<file path="src/rtl/gcd_req_driver.sv">
// gcd_req_driver: table-driven val/rdy initiator and result checker that sits opposite a GCD unit.
// Optional feature macro GCD_REQ_DRIVER_STALL_EN adds LFSR-driven stalls on req_val/resp_rdy.
//
// state | meaning
// IDLE  | after reset, waiting for start; table writable
// RUN   | issuing requests and accepting responses
// DRAIN | all requests issued, collecting remaining responses
// DONE  | run finished (complete or timed out); results held, table writable
module gcd_req_driver #(
  parameter int NUM_ENTRIES = 8,
  parameter int W = 16,
  parameter int TIMEOUT = 1024,
  localparam int AW = $clog2(NUM_ENTRIES),
  localparam int CW = AW + 1
) (
  input  logic          clk,
  input  logic          reset,
  input  logic          cfg_we,
  input  logic [AW-1:0] cfg_addr,
  input  logic [W-1:0]  cfg_a,
  input  logic [W-1:0]  cfg_b,
  input  logic [W-1:0]  cfg_exp,
  input  logic [CW-1:0] cfg_count,
  input  logic          start,
  output logic [W-1:0]  req_a,
  output logic [W-1:0]  req_b,
  output logic          req_val,
  input  logic          req_rdy,
  input  logic [W-1:0]  resp,
  input  logic          resp_val,
  output logic          resp_rdy,
  output logic          busy,
  output logic          done,
  output logic          pass,
  output logic [CW-1:0] err_count,
  output logic [AW-1:0] first_err,
  output logic          timeout
);

  localparam int TW = $clog2(TIMEOUT + 1);
  localparam logic [CW-1:0] MAX_CNT = CW'(NUM_ENTRIES);

  typedef enum logic [1:0] {S_IDLE, S_RUN, S_DRAIN, S_DONE} state_t;

  state_t        state_q, state_d;
  logic [W-1:0]  tab_a [NUM_ENTRIES];
  logic [W-1:0]  tab_b [NUM_ENTRIES];
  logic [W-1:0]  tab_e [NUM_ENTRIES];
  logic [CW-1:0] issue_ptr, check_ptr, count_q, err_q;
  logic [AW-1:0] first_q;
  logic [TW-1:0] tcnt;
  logic          tmo_q, pass_q;
  logic          idle_or_done, start_ok, cfg_ok;
  logic [CW-1:0] count_in;
  logic          tmo_hit, req_fire, resp_fire, mismatch;
  logic          req_gate, resp_gate;

  assign idle_or_done = (state_q == S_IDLE) || (state_q == S_DONE);
  assign start_ok     = start && idle_or_done;
  assign cfg_ok       = cfg_we && idle_or_done;
  assign count_in     = (cfg_count > MAX_CNT) ? MAX_CNT : cfg_count;
  assign tmo_hit      = (tcnt == TW'(TIMEOUT));
  assign req_fire     = req_val && req_rdy;
  assign resp_fire    = resp_val && resp_rdy;
  assign mismatch     = (resp != tab_e[check_ptr[AW-1:0]]);

`ifdef GCD_REQ_DRIVER_STALL_EN
  logic [15:0] lfsr;
  logic        req_hold;

  // req_hold keeps a presented request up until it fires, whatever the LFSR says.
  always_ff @(posedge clk) begin
    if (!reset) begin
      lfsr     <= 16'hACE1;
      req_hold <= 1'b0;
    end else begin
      lfsr     <= {lfsr[0] ^ lfsr[2] ^ lfsr[3] ^ lfsr[5], lfsr[15:1]};
      req_hold <= req_val && !req_rdy;
    end
  end

  assign req_gate  = req_hold || (lfsr[1:0] != 2'b00);
  assign resp_gate = (lfsr[3:2] != 2'b00);
`else
  assign req_gate  = 1'b1;
  assign resp_gate = 1'b1;
`endif

  always_ff @(posedge clk) begin
    if (cfg_ok) begin
      tab_a[cfg_addr] <= cfg_a;
      tab_b[cfg_addr] <= cfg_b;
      tab_e[cfg_addr] <= cfg_exp;
    end
  end

  always_ff @(posedge clk) begin
    if (!reset) state_q <= S_IDLE;
    else        state_q <= state_d;
  end

  always_comb begin
    state_d = state_q;
    case (state_q)
      S_IDLE, S_DONE: begin
        if (start) state_d = (count_in == '0) ? S_DONE : S_RUN;
      end
      S_RUN: begin
        if (tmo_hit)                   state_d = S_DONE;
        else if (issue_ptr == count_q) state_d = S_DRAIN;
      end
      S_DRAIN: begin
        if (tmo_hit || (check_ptr == count_q)) state_d = S_DONE;
      end
      default: state_d = S_IDLE;
    endcase
  end

  always_comb begin
    busy      = (state_q == S_RUN) || (state_q == S_DRAIN);
    done      = (state_q == S_DONE);
    req_val   = (state_q == S_RUN) && (issue_ptr < count_q) && req_gate;
    // No response is taken in the abort cycle so a late result never mixes with a timeout.
    resp_rdy  = busy && (check_ptr < issue_ptr) && resp_gate && !tmo_hit;
    req_a     = tab_a[issue_ptr[AW-1:0]];
    req_b     = tab_b[issue_ptr[AW-1:0]];
    pass      = pass_q;
    err_count = err_q;
    first_err = first_q;
    timeout   = tmo_q;
  end

  always_ff @(posedge clk) begin
    if (!reset) begin
      issue_ptr <= '0;
      check_ptr <= '0;
      count_q   <= '0;
      err_q     <= '0;
      first_q   <= '0;
      tcnt      <= '0;
      tmo_q     <= 1'b0;
      pass_q    <= 1'b0;
    end else if (start_ok) begin
      issue_ptr <= '0;
      check_ptr <= '0;
      count_q   <= count_in;
      err_q     <= '0;
      first_q   <= '0;
      tcnt      <= '0;
      tmo_q     <= 1'b0;
      pass_q    <= (count_in == '0);
    end else if (busy) begin
      if (req_fire) issue_ptr <= issue_ptr + CW'(1);
      if (resp_fire) begin
        check_ptr <= check_ptr + CW'(1);
        tcnt      <= '0;
        if (mismatch) begin
          err_q <= err_q + CW'(1);
          if (err_q == '0) first_q <= check_ptr[AW-1:0];
        end
      end else if (!tmo_hit) begin
        tcnt <= tcnt + TW'(1);
      end
      if (state_d == S_DONE) begin
        tmo_q  <= tmo_hit;
        pass_q <= !tmo_hit && (err_q == '0);
      end
    end
  end

endmodule
</file>
<file path="config.mk">
export PLATFORM = sky130hd
export DESIGN_NAME = gcd_req_driver
export DESIGN_NICKNAME = d
export VERILOG_FILES = /design/src/rtl/gcd_req_driver.sv
export SDC_FILE = /design/constraint.sdc
export NUM_CORES = 1
export LEC_CHECK = 0
export BUFFER_PORTS_ARGS = -buffer_cell sky130_fd_sc_hd__buf_2
export CORE_MARGIN = 2
export CORE_UTILIZATION = 64
export DETAILED_ROUTE_END_ITERATION = 12
export PLACE_DENSITY = 0.86
export RECOVER_POWER = 100
export SETUP_SLACK_MARGIN = 0.4
export SLEW_MARGIN = 20
export SYNTH_ARGS = -nofsm -noshare
export SYNTH_HDL_FRONTEND = slang
export SYNTH_SLANG_ARGS = --single-unit
</file>
<file path="constraint.sdc">
create_clock -name clk -period 7.67 [get_ports clk]
set_clock_uncertainty 0.15 [all_clocks]
set_input_delay 0.767 -clock clk [delete_from_list [all_inputs] [get_ports clk]]
set_output_delay 0.767 -clock clk [all_outputs]
set_load 0.03 [all_outputs]
</file>
---- Word-level counts from Yosys, hierarchy flattened ----
Memories as Yosys holds them, arrays and structs flattened. A register that Yosys moved wholly into a read port is not among the register bits.
Index checks and enable logic that the tools add are counted.
word-level totals
  bits in registers ....................... 34
  bits in latches ......................... 0
  memory bits (writable) .................. 384
  memory bits (read-only) ................. 0
  input bits .............................. 77
  memories ................................ 3
cells by class
  add/sub/neg operators ................... 4
  multiply operators ...................... 0
  div/mod/pow operators ................... 0
  order comparisons ....................... 3
  equality and inequality tests ........... 9
  shifts and indexed selects .............. 0
  mux-type cells .......................... 20
  bitwise gates (word level) .............. 1
  reduce and logical (&&, ||, !) cells .... 26
memory list
  name   words  width  read ports  clocked after Yosys merged registers in  write ports  RTL line  RTL
  tab_a  8      16     1           1                                        1            46        logic [W-1:0] tab_a [NUM_ENTRIES];
  tab_b  8      16     1           1                                        1            47        logic [W-1:0] tab_b [NUM_ENTRIES];
  tab_e  8      16     1           1                                        1            48        logic [W-1:0] tab_e [NUM_ENTRIES];
operators by type and width
  kind                                           count
  2-to-1 mux 11 bit                              2
  2-to-1 mux 3 bit                               6
  inequality test 16 bit                         1
  adder 4 x 1 -> 4 bit, second input constant    3
  adder 11 x 1 -> 11 bit, second input constant  1
  == test 11 bit, second input constant          1
  2-to-1 mux 2 bit                               5
  AND reduction 2 bit                            5
  == test 4 bit                                  2
  logical AND 1 bit                              8
  logical NOT 4 bit                              2
  less-than comparator 4 bit                     2
  == test 2 bit, second input constant           3
  one-hot mux 2 bit (3 select lines)             1
  2-to-1 mux 1 bit                               5
  > comparator 4 bit, second input constant      1
  2-to-1 mux 4 bit                               1
  AND reduction 4 bit                            1
  nonzero test 2 bit                             2
  OR reduction 2 bit                             2
  logical OR 1 bit                               3
  AND reduction 3 bit                            1
  == test 2 x 1 -> 1 bit, second input constant  1
  logical NOT 2 bit                              1
  3 further kinds                                3

---- Longest topological paths before layout ----
  depth after elaboration ................. 10
  mapped depth ............................ 9
  mapped depth without buffers ............ 9

---- Worst setup path before layout ----
Ideal clock, no wire load.
  path kind ............................... flip-flop to flip-flop
  start point ............................. register state_q[0]
  end point ............................... memory tab_a[5][0], enable pin
  library setup time ...................... 0.513 ns
  arrival ................................. 4.242 ns
  required time ........................... 7.007 ns
  path slack .............................. 2.765 ns
  cell stages (with the launch flop) ...... 5
  period minus slack after synthesis ...... 4.905 ns
  cell sequence ........................... dfxtp_1 inv_1 ha_1 nand2_1 nor3_1
between the ends
  longest elaborated chain between the ends .. 5
  elaborated cells on any way between the ends .. 6
  classes of those cells .................. eq/ne: 1; mux: 2; reduce/logical: 3
ends and longest elaborated chain
  element                                                    RTL line  RTL
  start: declaration                                         45        state_t state_q, state_d;
  start signal: assignment                                   99        else state_q <= state_d;
  == test 2 bit / logical NOT 2 bit (equally long branches)  58        assign idle_or_done = (state_q == S_IDLE) || (state_q == S_DONE);
  logical OR 1 bit (*)                                       58
  logical AND 1 bit (*)                                      60        assign cfg_ok = cfg_we && idle_or_done;
  2-to-1 mux 1 bit (*)                                       90        if (cfg_ok) begin
  2-to-1 mux 1 bit (not written as such) (*)                 91        tab_a[cfg_addr] <= cfg_a;
  end: declaration                                           46
Mark *: on every way between the ends. The rest lies on a longest branch, timed or not.

==> flow_metrics.tcl <==
set metrics [dict create \
    asr_flop_ratio_synth_pct 0 \
    run_status "finished with violations" \
    final_core_util_pct 74.0 \
    synth-edff-count 384 \
    wl_mm 35.4 \
    crit_path_max_fanout 64 \
    final-max-slew-violation-count 470 \
    hold_buffers 0 \
    cp_arrival_ns 4.82 \
    reg2reg_slack_ns 2.98 \
    critical_path.endpoint_type "output port" \
    cts.root.buffer_cell "clkbuf_16" \
    postSynth.topFlopCell "edfxtp_1" \
    worst_path_most_repeated_cell "clkbuf_1" \
    leading_cell_type_in_the_layout_fill_and_taps_excluded "edfxtp_1" \
    clock-sinks 424 \
    worst_margin_pin_slew_ns 3.89 \
    postCtsSetupBuffers 0 \
    irDropWorstVdd_v 0.000223 \
    worst_hold_path_startpoint "timeout$_SDFFE_PP0P_" \
    tritoncts_clock_tree "yes" \
    n_fill_cell 1401 \
    hold_violations 0 \
    max-clock-path-buffers 3 \
    nets 1053 \
    fin_total_pwr_w 0.00469 \
    syn_area_per_cell_um2 20.4 \
    postSynthRegisterBits 424 \
    clock_power_share_pct 41.3 \
    crit_chain "clkbuf_1 > mux4_2 > mux2_2 > clkbuf_1" \
    viasPerCell 6.32 \
    share_comb_of_total_power_pct 3.4 \
    number_of_top_level_pins 122 \
    postSynthCellCount 814 \
    crit_path_top_delay_cell "clkbuf_1" \
    grt_max_degree 65 \
    cp.required_ns 6.75 \
    synth_cell_types 43 \
    drt_iter0_markers 742 \
    post_cts_resized 0 \
    setup.worst_path.start_class "flip-flop" \
    violations "capacitance limit, slew limit" \
    fp.dieArea_um2 27200 \
    postRouteAntennaNets 0 \
    first_pass_iters 5 \
    syn_to_final_growth_pct 13.0 \
    p_sw_w 0.000973 \
    tritoncts.num_buffers 42 \
    depth_of_the_worst_hold_timing_path 2 \
    worst_path_largest_cell_delay_ns 2.70 \
    hold_class "flip-flop to flip-flop" \
    antenna_found_initial 3 \
    timing.final.crit_share_pct 74.8 \
    port_buffers 121 \
    cts_htree_levels 2 \
    holdPathEnd "timeout$_SDFFE_PP0P_" \
    clkLatencyLatePin_ns 0.55 \
    power_density_nw_per_um2 250 \
    worst_r2r_path_depth 8 \
    die_h_um 165 \
    destination_of_the_worst_register_to_register_timing_path "first_err[2]$_SDFFE_PP0P_" \
    net_count_synth 907 \
    clkSlewWorstSetupHoldPaths_ns 0.06 \
    chipWidth_um 165 \
    power.sequential.fraction_pct 55.3 \
    grt_overflow_total 0 \
    fin_crit_ns 5.73 \
    rows 58 \
    final-setup-viol-count 0 \
    r2r_start "state_q[0]$_SDFF_PN0_" \
    standard_cell_core_area_um2 25300 \
    yosysWarnings 0 \
    relative_slew_slack_pct -159 \
    critPathKind "flip-flop to output port" \
    syn_area_um2 16600 \
    detail_route.drc_violations 0 \
    most-common-layout-cells "edfxtp_1 (384), clkbuf_1 (101), mux4_2 (88)" \
    grt_first_pass_wirelength_mm 52.4 \
    route.vias.total 8358 \
    routed_wire_length_per_instance_um 26.8 \
    share_of_final_layout_standard_cells_stronger_than_drive_strength_1_pct 23.4 \
    max_cap_viol_count 11 \
    rsz0062_at_grt "false" \
    place_congestion 0.803 \
    leakagePower_nw 5.85 \
    grt_util_all_layers_pct 26.9 \
    vias_in_the_first_global_route 8633 \
    initial_core_util_pct 65.5 \
    synth_sequential_area_ratio_pct 74.3 \
    switch_share_pct 20.8 \
    timing.fmax_ghz 0.174 \
    totalNegativeSetupSlack_ns 0 \
    hpwl_mm 17.6 \
    internal_power_w 0.00371 \
]
[critical path, delay by kind of cell (launching register included)]
family / cells / cell delay [ns]
multiplexers: 2 / 0.88
buffers and inverters: 2 / 3.02
flip-flops: 1 / 0.31
[Yosys cell counts (11+ instances only)]
library cell,instances,area (um2)
a21oi_1,14,70.1
buf_1,11,41.3
clkbuf_1,13,48.8
dfxtp_1,40,801
edfxtp_1,384,11500
ha_1,16,200
inv_1,16,60.1
mux2_2,33,372
mux2i_1,18,180
mux4_2,88,1980
nand2_1,18,67.6
nand3_1,14,70.1
nor2_1,34,128
xor2_1,25,219
[per-stage QoR]
stage / worst slack, ns / instance area, um2 / hold slack [ns] / instances
6_report: 1.94 / 18700 / 0.350 / 1322
5_1_grt: 1.75 / 18700 / 0.374 / 1322
4_1_cts: 3.59 / 18900 / 0.317 / 1320
3_5_place_dp: 4.15 / 17600 / 0.340 / 1246
3_3_place_gp: 4.20 / 17600 / 0.320 / 1246
2_1_floorplan: 2.76 / 16600 / 0.319 / 814
[cells by family after synthesis]
| logic type | after synthesis | share of synthesized area [%] |
|---|---|---|
| buffers and inverters | 47 | 1.37 |
| AO/OA/AOI/OAI | 36 | 1.28 |
| adder cells (fa/ha/maj) | 16 | 1.21 |
| AND/OR/NAND/NOR | 109 | 3.41 |
| flip-flops | 424 | 74.3 |
| multiplexers | 147 | 16.5 |
| XOR/XNOR | 35 | 1.85 |
[sequential cells by signal, indices dropped and copies added (netlist names), named ones only]
| signal | count |
|---|---|
| tab_a | 128 |
| tab_b | 128 |
| tab_e | 128 |
| tcnt | 11 |
| check_ptr | 4 |
| count_q | 4 |
| err_count | 4 |
| issue_ptr | 4 |
| first_err | 3 |
| state_q | 2 |
| pass | 1 |
| timeout | 1 |
[power by group through the flow]
| stage | clock, W | sequential, W | combinational (W) |
|---|---|---|---|
| 2_1_floorplan | 0 | 0.00263 | 0.0000819 |
| 3_5_place_dp | 0 | 0.00263 | 0.000163 |
| 3_3_place_gp | 0 | 0.00263 | 0.000157 |
| 5_1_grt | 0.00204 | 0.00259 | 0.000172 |
| 6_report | 0.00193 | 0.00259 | 0.000159 |
| 4_1_cts | 0.00196 | 0.00259 | 0.000167 |
[worst max path at each step]
stage / endpoint / slack, ns / cells past startpoint
6_report: req_a[5] / 1.94 / 4
5_1_grt: req_b[12] / 1.75 / 4
4_1_cts: req_a[13] / 3.59 / 4
3_5_place_dp: first_err[1]$_SDFFE_PP0P_ / 4.15 / 7
3_3_place_gp: err_count[0]$_SDFFE_PP0P_ / 4.20 / 7
2_1_floorplan: tab_a[5][0]$_DFFE_PP_ / 2.76 / 4
[metal layers]
metal  track usage, %  wire [um]
met5                0         13
met4             9.45        963
met3             4.85       2410
met2             46.9      18800
met1             34.3      13200
[area by class of cell]
class / count / area (um2) / area share (%)
antenna: 2 / 5.00 / 0.0267
clock buffer: 58 / 1150 / 6.15
clock inverter: 16 / 146 / 0.781
inverter: 16 / 60.1 / 0.321
multi-input combinational: 343 / 4060 / 21.7
sequential: 424 / 12300 / 65.9
tap: 330 / 413 / 2.20
timing repair buffer: 133 / 563 / 3.00
Power figures use the tool's default switching activity.
